`src/rtl/hazard_pkg.sv`:
```
// Shared types and constants for the hazard / stall controller.
// Shadow entries are sized for the widest supported configuration
// (8-bit register index, 4-bit stage index); narrower ports are
// zero-extended when they are stored or compared.
package hazard_pkg;

   // Pipeline stage indices
   localparam int STG_IF  = 0;
   localparam int STG_ID  = 1;
   localparam int STG_EX  = 2;
   localparam int STG_MEM = 3;
   localparam int STG_WB  = 4;

   // Stage at whose end a result becomes forwardable
   localparam int RDY_ALU  = 2;
   localparam int RDY_LOAD = 3;

   // Storage widths of the shadow entry fields
   localparam int SH_RD_W  = 8;
   localparam int SH_RDY_W = 4;

   typedef struct packed {
      logic                valid;
      logic [SH_RD_W-1:0]  rd;
      logic [SH_RDY_W-1:0] rdy;
   } shadow_entry_t;

   // True when entry e, sitting in stage s, cannot yet supply operand src
   // to a consumer that needs it at stage need. slack is how many stages
   // the producer still has to travel before its result is forwardable.
   function automatic logic raw_hit(input shadow_entry_t      e,
                                    input int                 s,
                                    input logic [SH_RD_W-1:0] src,
                                    input int                 need);
      int slack;
      slack = int'(e.rdy) - s;
      return e.valid && (e.rd == src) && (src != '0) &&
             (slack >= 0) && (slack >= need - 1);
   endfunction

endpackage

```
`src/rtl/hazard_shadow_pipe.sv`:
```
// Shadow pipeline of in-flight destination registers (stages EX..last).
// Advances in lock-step with the datapath, holds while frozen, and
// reports per-stage RAW match vectors for the two ID source operands.
module hazard_shadow_pipe
   import hazard_pkg::*;
#(
   parameter int NUM_STAGES = 5,
   parameter int REG_W      = 5,
   parameter int STG_W      = 3
) (
   input  logic                  clk,
   input  logic                  rst,
   input  logic                  advance,
   input  logic                  ins_valid,
   input  logic [REG_W-1:0]      ins_rd,
   input  logic [STG_W-1:0]      ins_rdy,
   input  logic [REG_W-1:0]      rs1,
   input  logic [STG_W-1:0]      rs1_need,
   input  logic [REG_W-1:0]      rs2,
   input  logic [STG_W-1:0]      rs2_need,
   output logic [NUM_STAGES-1:0] rs1_match,
   output logic [NUM_STAGES-1:0] rs2_match
);

   shadow_entry_t entry [NUM_STAGES-1:STG_EX];

   // Shift the shadow one stage per non-frozen cycle; EX takes the ID instruction or a bubble.
   always_ff @(posedge clk or negedge rst) begin
      if (!rst) begin
         // NOTE: this array is reset because every valid bit must read 0 right after reset.
         for (int s = STG_EX; s < NUM_STAGES; s++) begin
            entry[s] <= '0;
         end
      end else if (advance) begin
         entry[STG_EX].valid <= ins_valid;
         entry[STG_EX].rd    <= SH_RD_W'(ins_rd);
         entry[STG_EX].rdy   <= SH_RDY_W'(ins_rdy);
         for (int s = STG_EX + 1; s < NUM_STAGES; s++) begin
            entry[s] <= entry[s-1];
         end
      end
   end

   // Per-stage RAW match for each source; IF/ID positions never match.
   always_comb begin
      // NOTE: defaults first so every path assigns every bit and no latch is inferred.
      rs1_match = '0;
      rs2_match = '0;
      for (int s = STG_EX; s < NUM_STAGES; s++) begin
         rs1_match[s] = raw_hit(entry[s], s, SH_RD_W'(rs1), int'(rs1_need));
         rs2_match[s] = raw_hit(entry[s], s, SH_RD_W'(rs2), int'(rs2_need));
      end
   end

endmodule

```
`src/rtl/hazard_shadow_ctrl.sv`:
```
// Pipeline stall/flush controller. Resolves cache freezes, EX/ID redirects
// and RAW hazards (via the shadow pipeline) into per-register load/flush
// enables and load_pc. Includes a freeze watchdog.
// Optional feature macro: HAZARD_PERF_CNT_EN builds the three perf counters;
// without it perf_hazard/perf_mem/perf_flush are tied to 0.
module hazard_shadow_ctrl
   import hazard_pkg::*;
#(
   parameter int NUM_STAGES = 5,
   parameter int REG_W      = 5,
   parameter int STG_W      = 3,
   parameter int TIMEOUT    = 256
) (
   input  logic                  clk,
   input  logic                  rst,
   input  logic                  imem_resp,
   input  logic                  dmem_req,
   input  logic                  dmem_resp,
   input  logic                  id_valid,
   input  logic [REG_W-1:0]      id_rs1,
   input  logic [REG_W-1:0]      id_rs2,
   input  logic                  id_rs1_use,
   input  logic                  id_rs2_use,
   input  logic [STG_W-1:0]      id_rs1_need,
   input  logic [STG_W-1:0]      id_rs2_need,
   input  logic [REG_W-1:0]      id_rd,
   input  logic                  id_rd_we,
   input  logic [STG_W-1:0]      id_rd_rdy,
   input  logic                  redirect_valid,
   input  logic [STG_W-1:0]      redirect_stage,
   output logic                  load_pc,
   output logic [NUM_STAGES-2:0] stage_load,
   output logic [NUM_STAGES-2:0] stage_flush,
   output logic                  global_stall,
   output logic                  hazard_stall,
   output logic                  hang_err,
   output logic [31:0]           perf_hazard,
   output logic [31:0]           perf_mem,
   output logic [31:0]           perf_flush
);

   logic                  freeze;
   logic                  ex_redirect;
   logic                  id_redirect;
   logic                  raw_hazard;
   logic                  ins_valid;
   logic [NUM_STAGES-1:0] rs1_match;
   logic [NUM_STAGES-1:0] rs2_match;

   assign freeze      = ~imem_resp | (dmem_req & ~dmem_resp);
   assign ex_redirect = redirect_valid & (redirect_stage == STG_W'(STG_EX));
   assign id_redirect = redirect_valid & (redirect_stage == STG_W'(STG_ID));
   assign raw_hazard  = id_valid & ((id_rs1_use & (|rs1_match)) |
                                    (id_rs2_use & (|rs2_match)));
   // The ID instruction moves to EX only when the ID/EX register is not bubbled.
   assign ins_valid   = id_valid & id_rd_we & (id_rd != '0) & ~stage_flush[STG_ID];

   hazard_shadow_pipe #(
      .NUM_STAGES (NUM_STAGES),
      .REG_W      (REG_W),
      .STG_W      (STG_W)
   ) u_shadow (
      .clk       (clk),
      .rst       (rst),
      .advance   (~freeze),
      .ins_valid (ins_valid),
      .ins_rd    (id_rd),
      .ins_rdy   (id_rd_rdy),
      .rs1       (id_rs1),
      .rs1_need  (id_rs1_need),
      .rs2       (id_rs2),
      .rs2_need  (id_rs2_need),
      .rs1_match (rs1_match),
      .rs2_match (rs2_match)
   );

   // Priority resolution: reset, freeze, EX redirect, hazard, ID redirect, run.
   always_comb begin
      load_pc      = 1'b1;
      stage_load   = '1;
      stage_flush  = '0;
      global_stall = 1'b0;
      hazard_stall = 1'b0;
      if (!rst) begin
         load_pc     = 1'b0;
         stage_load  = '0;
         stage_flush = '1;
      end else if (freeze) begin
         load_pc      = 1'b0;
         stage_load   = '0;
         global_stall = 1'b1;
      end else if (ex_redirect) begin
         stage_flush[STG_IF] = 1'b1;
         stage_flush[STG_ID] = 1'b1;
      end else if (raw_hazard) begin
         load_pc             = 1'b0;
         stage_load[STG_IF]  = 1'b0;
         stage_flush[STG_ID] = 1'b1;
         hazard_stall        = 1'b1;
      end else if (id_redirect) begin
         stage_flush[STG_IF] = 1'b1;
      end
   end

   generate
      if (TIMEOUT > 0) begin : g_wdog
         localparam int WD_W = $clog2(TIMEOUT + 1);
         logic [WD_W-1:0] wd_cnt;

         // Count consecutive freeze cycles (saturating); hang_err latches at TIMEOUT.
         always_ff @(posedge clk or negedge rst) begin
            if (!rst) begin
               wd_cnt   <= '0;
               hang_err <= 1'b0;
            end else if (freeze) begin
               if (wd_cnt != WD_W'(TIMEOUT)) wd_cnt <= wd_cnt + 1'b1;
               if (wd_cnt == WD_W'(TIMEOUT - 1)) hang_err <= 1'b1;
            end else begin
               wd_cnt <= '0;
            end
         end
      end else begin : g_no_wdog
         assign hang_err = 1'b0;
      end
   endgenerate

`ifdef HAZARD_PERF_CNT_EN
   logic redirect_taken;
   assign redirect_taken = ~freeze & (ex_redirect | (id_redirect & ~raw_hazard));

   // Wrap-around event counters for hazard bubbles, freezes and accepted redirects.
   always_ff @(posedge clk or negedge rst) begin
      if (!rst) begin
         perf_hazard <= '0;
         perf_mem    <= '0;
         perf_flush  <= '0;
      end else begin
         if (hazard_stall)   perf_hazard <= perf_hazard + 32'd1;
         if (freeze)         perf_mem    <= perf_mem + 32'd1;
         if (redirect_taken) perf_flush  <= perf_flush + 32'd1;
      end
   end
`else
   assign perf_hazard = '0;
   assign perf_mem    = '0;
   assign perf_flush  = '0;
`endif

endmodule

```
`config.mk`:
```
export PLATFORM = sky130hd
export DESIGN_NAME = hazard_shadow_ctrl
export DESIGN_NICKNAME = d
export VERILOG_FILES = /design/src/rtl/hazard_pkg.sv /design/src/rtl/hazard_shadow_pipe.sv /design/src/rtl/hazard_shadow_ctrl.sv
export SDC_FILE = /design/constraint.sdc
export NUM_CORES = 1
export LEC_CHECK = 0
export BUFFER_PORTS_ARGS = -buffer_cell sky130_fd_sc_hd__buf_2
export CAP_MARGIN = 20
export CORE_MARGIN = 2
export CORE_UTILIZATION = 45
export CTS_CLUSTER_SIZE = 16
export DETAILED_ROUTE_END_ITERATION = 6
export PLACE_DENSITY = 0.76
export SLEW_MARGIN = 15
export SYNTH_ARGS = -nofsm -noshare
export SYNTH_HDL_FRONTEND = slang
export SYNTH_SLANG_ARGS = --single-unit
export TNS_END_PERCENT = 100
```
`constraint.sdc`:
```
create_clock -name clk -period 4.7 [get_ports clk]
set_input_delay 0.235 -clock clk [delete_from_list [all_inputs] [get_ports clk]]
set_output_delay 0.235 -clock clk [all_outputs]
set_load 0.01 [all_outputs]
```
==> run metrics, run 1 <==
Max stage delay on crit path=0.44 ns; Crit-path slowest cell=dfrtp_1; wire length of the first global-routing pass=10,560 um; crit path DAT=2.74 ns; Area Growth Syn to Fin=1.518%; Routability Congestion=0.8904; Placement Rows=31; clock tree root buffer cell=clkbuf_8; initial DRC count=147; Max Cap Viol=0; # IOs=145; worst clock skew=0.003578 ns; detailed placement HPWL=5094 um; die area=8219 um2; unrepaired setup endpoints after global routing=no; Worst Path Max Fanout=6; register area share after synthesis=27.40%; vias in the first global route=2,324; Final ANT Viol Nets=0; dpl cells=541; CTS Buf Count=5; H-tree depth=2; crit share post-route=63.27%; status=completed; largest net degree at the start of global routing=41; leading register cell type out of synthesis=dfrtp_1; Slew HR=66.21%; clock latency on the worst-skew pair=0.28 ns; layout cells sized above 1=15.14%; critical path class=reg2out; most frequent cells in the layout=conb_1 (96), nand2_1 (63), buf_2 (48), dfrtp_1 (37), inv_1 (26); clock buffer depth=2; DR WL/cell=11.49 um; initial antenna violation count=0; Top cell by count, worst path=ha_1; starting density of the core=46.59%; fin nets=508; Post-CTS Setup Inserts=0; crit path capture type=output port; Worst-Margin Slew=0.5069 ns; Filler cells=717; ys async rst share=100.0%; IR drop worst, VDD=0.0001579 V; vias per inst=4.462; R2R Setup Slk=2.28 ns; Clock transition at path regs=0.07 ns; number of diodes=0; final wirelength=6296 um; P per Cell Area=270.0 nW/um2; Critical Path, Cell by Cell=ha_1 > ha_1 > a21o_1 > maj3_1 > o21ai_2 > o311ai_2 > o41ai_1 > buf_2; reg2reg end=u_shadow.entry[12]$_DFFE_PN0N_; drt first pass iters=4; Slew Viols, Final=0; Register Area=925.9 um2; Tmin final=2.974 ns; CTS Hold Buffers Added=0; IO buf count=48; Synth cell types=49; Hold Vio Cnt, Final=0; HP Class=in2async; endpoints failing setup=0; GRT overflow=0; Die X=90.66 um; post-synthesis sequential element count=37; # DRC=0; reg2reg start=u_shadow.entry[13]$_DFFE_PN0N_; gr usage total=15.52%; R2R cell count=7; Setup TNS=0 ns; FMAX=0.3363 GHz; die height=90.66 um; Ys Warns=0; Tot Pwr=926.5 uW; Setup crit start kind=flop; Post-synth EDFFs=0; area of the multi-input gates=1936 um2; via count=2,445; CTS sink count=37; core area=7253 um2; CTS tree=done; Finished Layout Cells=548; Mapped Cells=402; leakage power=1.817 nW; CTS resizes=0; most common cell after layout, fill and taps aside=conb_1; Post-Syn Area per Cell=8.407 um2; Syn Std Cell Area=3379 um2; Worst Path Required=4.47 ns
## sequential cells by signal, summed over array words and instances, names as in the netlist
signal / count
u_shadow.entry: 27
g_wdog.wd_cnt: 9
hang_err: 1
## worst max-delay path by stage
stage	to	slack, ns	depth (start not counted)	startpoint
finish	stage_flush[0]	1.73	8	u_shadow.entry[13]$_DFFE_PN0N_
global route	stage_flush[0]	1.56	8	u_shadow.entry[13]$_DFFE_PN0N_
CTS	stage_flush[1]	1.72	9	u_shadow.entry[0]$_DFFE_PN0N_
detailed placement	stage_flush[0]	2.04	8	u_shadow.entry[13]$_DFFE_PN0N_
global placement	stage_flush[0]	2.04	8	u_shadow.entry[13]$_DFFE_PN0N_
floorplan	stage_load[0]	2.00	8	u_shadow.entry[13]$_DFFE_PN0N_
## worst max-delay path: cells and delay by family, from the launching register on
kind                       cells  cell delay [ns]
buffers and inverters          1             0.18
AOI/OAI and AO/OA              4             0.84
adders and majority gates      3             1.01
DFF                            1             0.44
## synth_stat cells (3+ instances only)
cell / count / area share (%)
nand2b_1: 7 / 1.3
clkbuf_1: 6 / 0.67
maj3_1: 4 / 1.2
ha_1: 22 / 8.1
nor4_1: 4 / 0.74
xor2_1: 17 / 4.4
buf_4: 100 / 22
a21oi_1: 5 / 0.74
and3_1: 4 / 0.74
nand4_1: 6 / 1.1
o21ai_0: 12 / 1.8
nand2_1: 63 / 7.0
o2111ai_1: 3 / 0.78
dfrtp_1: 37 / 27
nor2_1: 18 / 2.0
nand3_1: 6 / 0.89
xnor2_1: 23 / 6.0
inv_1: 26 / 2.9
## power by group
group	total (mW)	internal [mW]	switching [mW]	leakage [nW]
Clock	0.208	0.103	0.105	0.0412
Combinational	0.312	0.127	0.186	1.30
Sequential	0.406	0.361	0.0456	0.478
## metrics by stage
stage,setup slack [ns],utilization (%),hold WS [ns],instance area (um2)
after global routing,1.556,47.30,0.04202,3431
after floorplan,2.005,-,-0.06059,3736
final,1.726,47.30,0.001172,3431
after global placement,2.041,46.18,0.3216,3349
after CTS,1.720,47.30,0.01216,3431
after detailed placement,2.043,46.18,0.3295,3349
## logic make-up after synthesis
family | share of synthesized area [%]
AOI/OAI and AO/OA | 9.479
DFF | 27.40
adders and majority gates | 9.996
and+or+nand+nor | 16.44
xor gates and xnor gates | 10.37
buffers and inverters | 25.88
muxes | 0.3332
other | 0.1110
## metal layers
layer | up-vias | share of wire (%) | track usage (%) | wire length [um]
li1 | 1216 | - | - | -
met1 | 1135 | 45 | 20.87 | 2850
met2 | 90 | 48 | 26.24 | 3051
met3 | 4 | 5.8 | 2.755 | 367
met4 | 0 | 0.41 | 3.077 | 26
met5 | - | 0 | 0 | 0
## final cells by class
type / instances / area share (%)
Sequential cell: 37 / 26.99
Inverter: 27 / 2.954
Clock buffer: 6 / 2.115
Tap cell: 99 / 3.611
Clock inverter: 1 / 0.2553
Multi-Input combinational cell: 327 / 56.42
Timing Repair Buffer: 51 / 7.659
No activity file was read; power rests on OpenSTA's default activity.
==> run 2: changes to the inputs <==
--- a/config.mk
+++ b/config.mk
@@ -8,10 +8,10 @@
 export BUFFER_PORTS_ARGS = -buffer_cell sky130_fd_sc_hd__buf_2
 export CAP_MARGIN = 20
 export CORE_MARGIN = 2
-export CORE_UTILIZATION = 45
+export CORE_UTILIZATION = 44
 export CTS_CLUSTER_SIZE = 16
 export DETAILED_ROUTE_END_ITERATION = 6
-export PLACE_DENSITY = 0.76
+export PLACE_DENSITY = 0.78
 export SLEW_MARGIN = 15
 export SYNTH_ARGS = -nofsm -noshare
 export SYNTH_HDL_FRONTEND = slang
==> constraint.sdc (replaced) <==
create_clock -name clk -period 2.49 [get_ports clk]
set_input_delay 0.1245 -clock clk [delete_from_list [all_inputs] [get_ports clk]]
set_output_delay 0.1245 -clock clk [all_outputs]
set_load 0.01 [all_outputs]
==> run metrics, run 2 (synthesis results as in run 1) <==
FMAX=0.3587 GHz; GRT met3 Usage=3.122% (was 2.755%); failing checks=setup timing; IO buf count=48 (unchanged); Tmin final=2.788 ns; HP Class=in2reg (was in2async); R2R cell count=7 (unchanged); vias per inst=4.486 (was 4.462); Worst Path Required=2.37 ns (was 4.47 ns); clock tree root buffer cell=clkbuf_8 (unchanged); gr usage total=16.25% (was 15.52%); initial DRC count=106 (was 147); Die X=91.64 um (was 90.66 um); clock latency on the worst-skew pair=0.30 ns (was 0.28 ns); largest net degree at the start of global routing=33 (was 41); Worst Path Max Fanout=5 (was 6); reg2reg start=u_shadow.entry[13]$_DFFE_PN0N_ (unchanged); via count=2,503 (was 2,445); unrepaired setup endpoints after global routing=yes (was no); worst clock skew=0.001706 ns (was 0.003578 ns); wire length of the first global-routing pass=11,070 um (was 10,560 um); Clock transition at path regs=0.08 ns (was 0.07 ns); DR WL/cell=12.16 um (was 11.49 um); leakage power=1.893 nW (was 1.817 nW); Sw Pwr=694.9 uW (was 336.6 uW); Slew Viols, Final=0 (unchanged); Setup crit start kind=flop (unchanged); most frequent cells in the layout=conb_1 (96), nand2_1 (63), buf_2 (48), dfrtp_1 (37), inv_1 (24) (was conb_1 (96), nand2_1 (63), buf_2 (48), dfrtp_1 (37), inv_1 (26)); die area=8398 um2 (was 8219 um2); global routing met1 resource utilization=21.84% (was 20.87%); most common cell after layout, fill and taps aside=conb_1 (unchanged); starting density of the core=46.10% (was 46.59%); crit path DAT=2.66 ns (was 2.74 ns); Routability Congestion=0.9505 (was 0.8904); max reg flops=27 (unchanged); GRT overflow=0 (unchanged); hold_sp=id_rd[1]; post-layout util=49.51% (was 47.30%); crit path capture type=output port (unchanged); P per Cell Area=525.9 nW/um2 (was 270.0 nW/um2); Placement Rows=31 (unchanged); number of diodes=0 (unchanged); IR drop worst, VDD=0.0004017 V (was 0.0001579 V); critical path class=reg2out (unchanged); Area Growth Syn to Fin=7.405% (was 1.518%); vias in the first global route=2,296 (was 2,324); Fin Hold WS=0.02242 ns (was 0.001172 ns); fin nets=517 (was 508); layout cells sized above 1=19.83% (was 15.14%); endpoints failing setup=5 (was 0); CTS sink count=37 (unchanged); register share of total power=40.3% (was 43.9%); H-tree depth=2 (unchanged); Tot Pwr=1.909 mW (was 926.5 uW); Comb pwr share=34.3% (was 33.7%); core area=7331 um2 (was 7253 um2); die height=91.64 um (was 90.66 um); final wirelength=6784 um (was 6296 um); CTS Buf Count=5 (unchanged); initial antenna violation count=0 (unchanged); Final ANT Viol Nets=0 (unchanged); Clock Power Share=25.4% (was 22.4%); Max Cap Viol=0 (unchanged); Most flops, register=u_shadow.entry (unchanged); Finished Layout Cells=558 (was 548); status=finished with violations (was completed); Internal Power=1.214 mW (was 589.9 uW); # DRC=0 (unchanged); Setup TNS=-1.296 ns (was 0 ns); clock buffer depth=2 (unchanged); crit path from=u_shadow.entry[0]$_DFFE_PN0N_ (was u_shadow.entry[13]$_DFFE_PN0N_); Hold Path Depth=3; drt first pass iters=4 (unchanged); Largest regs=u_shadow.entry: 27 flops, g_wdog.wd_cnt: 9 flops, hang_err: 1 flops (unchanged); crit share post-route=112.0%; grt met2 use=26.72% (was 26.24%); Sw Share=36.40% (was 36.33%); dpl cells=548 (was 541); # IOs=145 (unchanged); busiest grt layer=met2 (unchanged); Hold Vio Cnt, Final=0 (unchanged); detailed placement HPWL=5467 um (was 5094 um); final worst slack=-0.2978 ns (was 1.726 ns); CTS tree=done (unchanged)
run 2: changes by cell type in the layout (fill, tap and decap cells not counted), sizes merged:
cell,change
buf,+8
clkbuf,+1
clkinv,-1
dlygate4sd3,+1
inv,+1
run 2: cell type report:
cell class                      instances  area (um2)
Fill cell                             697        3701
Timing Repair Buffer                   60       336.6
Sequential cell                        37       925.9
Inverter                               27       101.3
Tap cell                               99       123.9
Clock buffer                            7       96.34
Multi-Input combinational cell        327        2037
Clock inverter                          1       8.758
run 2: per-layer routing:
layer | routed length [um] | up-vias
li1 | - | 1236
met1 | 2977 | 1154
met2 | 3278 | 103
met3 | 430 | 10
met4 | 97 | 0
met5 | 0 | -
run 2: worst max-delay path: stages, from the launching register on:
cell	delay, ns
dfrtp_1	0.38
inv_2	0.08
ha_4	0.19
nand2b_4	0.13
maj3_2	0.31
maj3_2	0.32
o311a_4	0.39
or2_0	0.20
o31a_1	0.23
buf_2	0.14
run 2: path summary, 6_finish.rpt:
kind / slack [ns] / end
max in group asynchronous: 1.61 / u_shadow.entry[7]$_DFFE_PN0N_
min in group asynchronous: 0.22 / u_shadow.entry[17]$_DFFE_PN0N_
min reg2reg: 0.46 / hang_err$_DFFE_PN0P_
min: 0.02 / u_shadow.entry[5]$_DFFE_PN0N_
max reg2reg: 0.25 / u_shadow.entry[12]$_DFFE_PN0N_
max: -0.30 / stage_flush[1]
run 2: metrics by stage:
stage	setup WS (ns)	cell area (um2)
floorplan	-0.01058	3749
global placement	0.03785	3415
detailed placement	-0.01872	3415
CTS	-0.2987	3555
global route	-0.3641	3630
finish	-0.2978	3630
run 2: timing repair:
action	CTS	global route
setup buffers	0	1
endpoints found under the hold margin	5	0
setup endpoints to repair	5	5
hold buffers	1	0
pin swaps	4	6
gates resized for setup	4	11
run 2: power groups by stage:
stage / Clock (mW) / Sequential (mW) / Combinational [mW]
2_1_floorplan: 0 / 0.758 / 0.556
3_3_place_gp: 0 / 0.773 / 0.595
3_5_place_dp: 0 / 0.777 / 0.613
4_1_cts: 0.496 / 0.767 / 0.628
5_1_grt: 0.515 / 0.784 / 0.741
6_report: 0.485 / 0.770 / 0.654
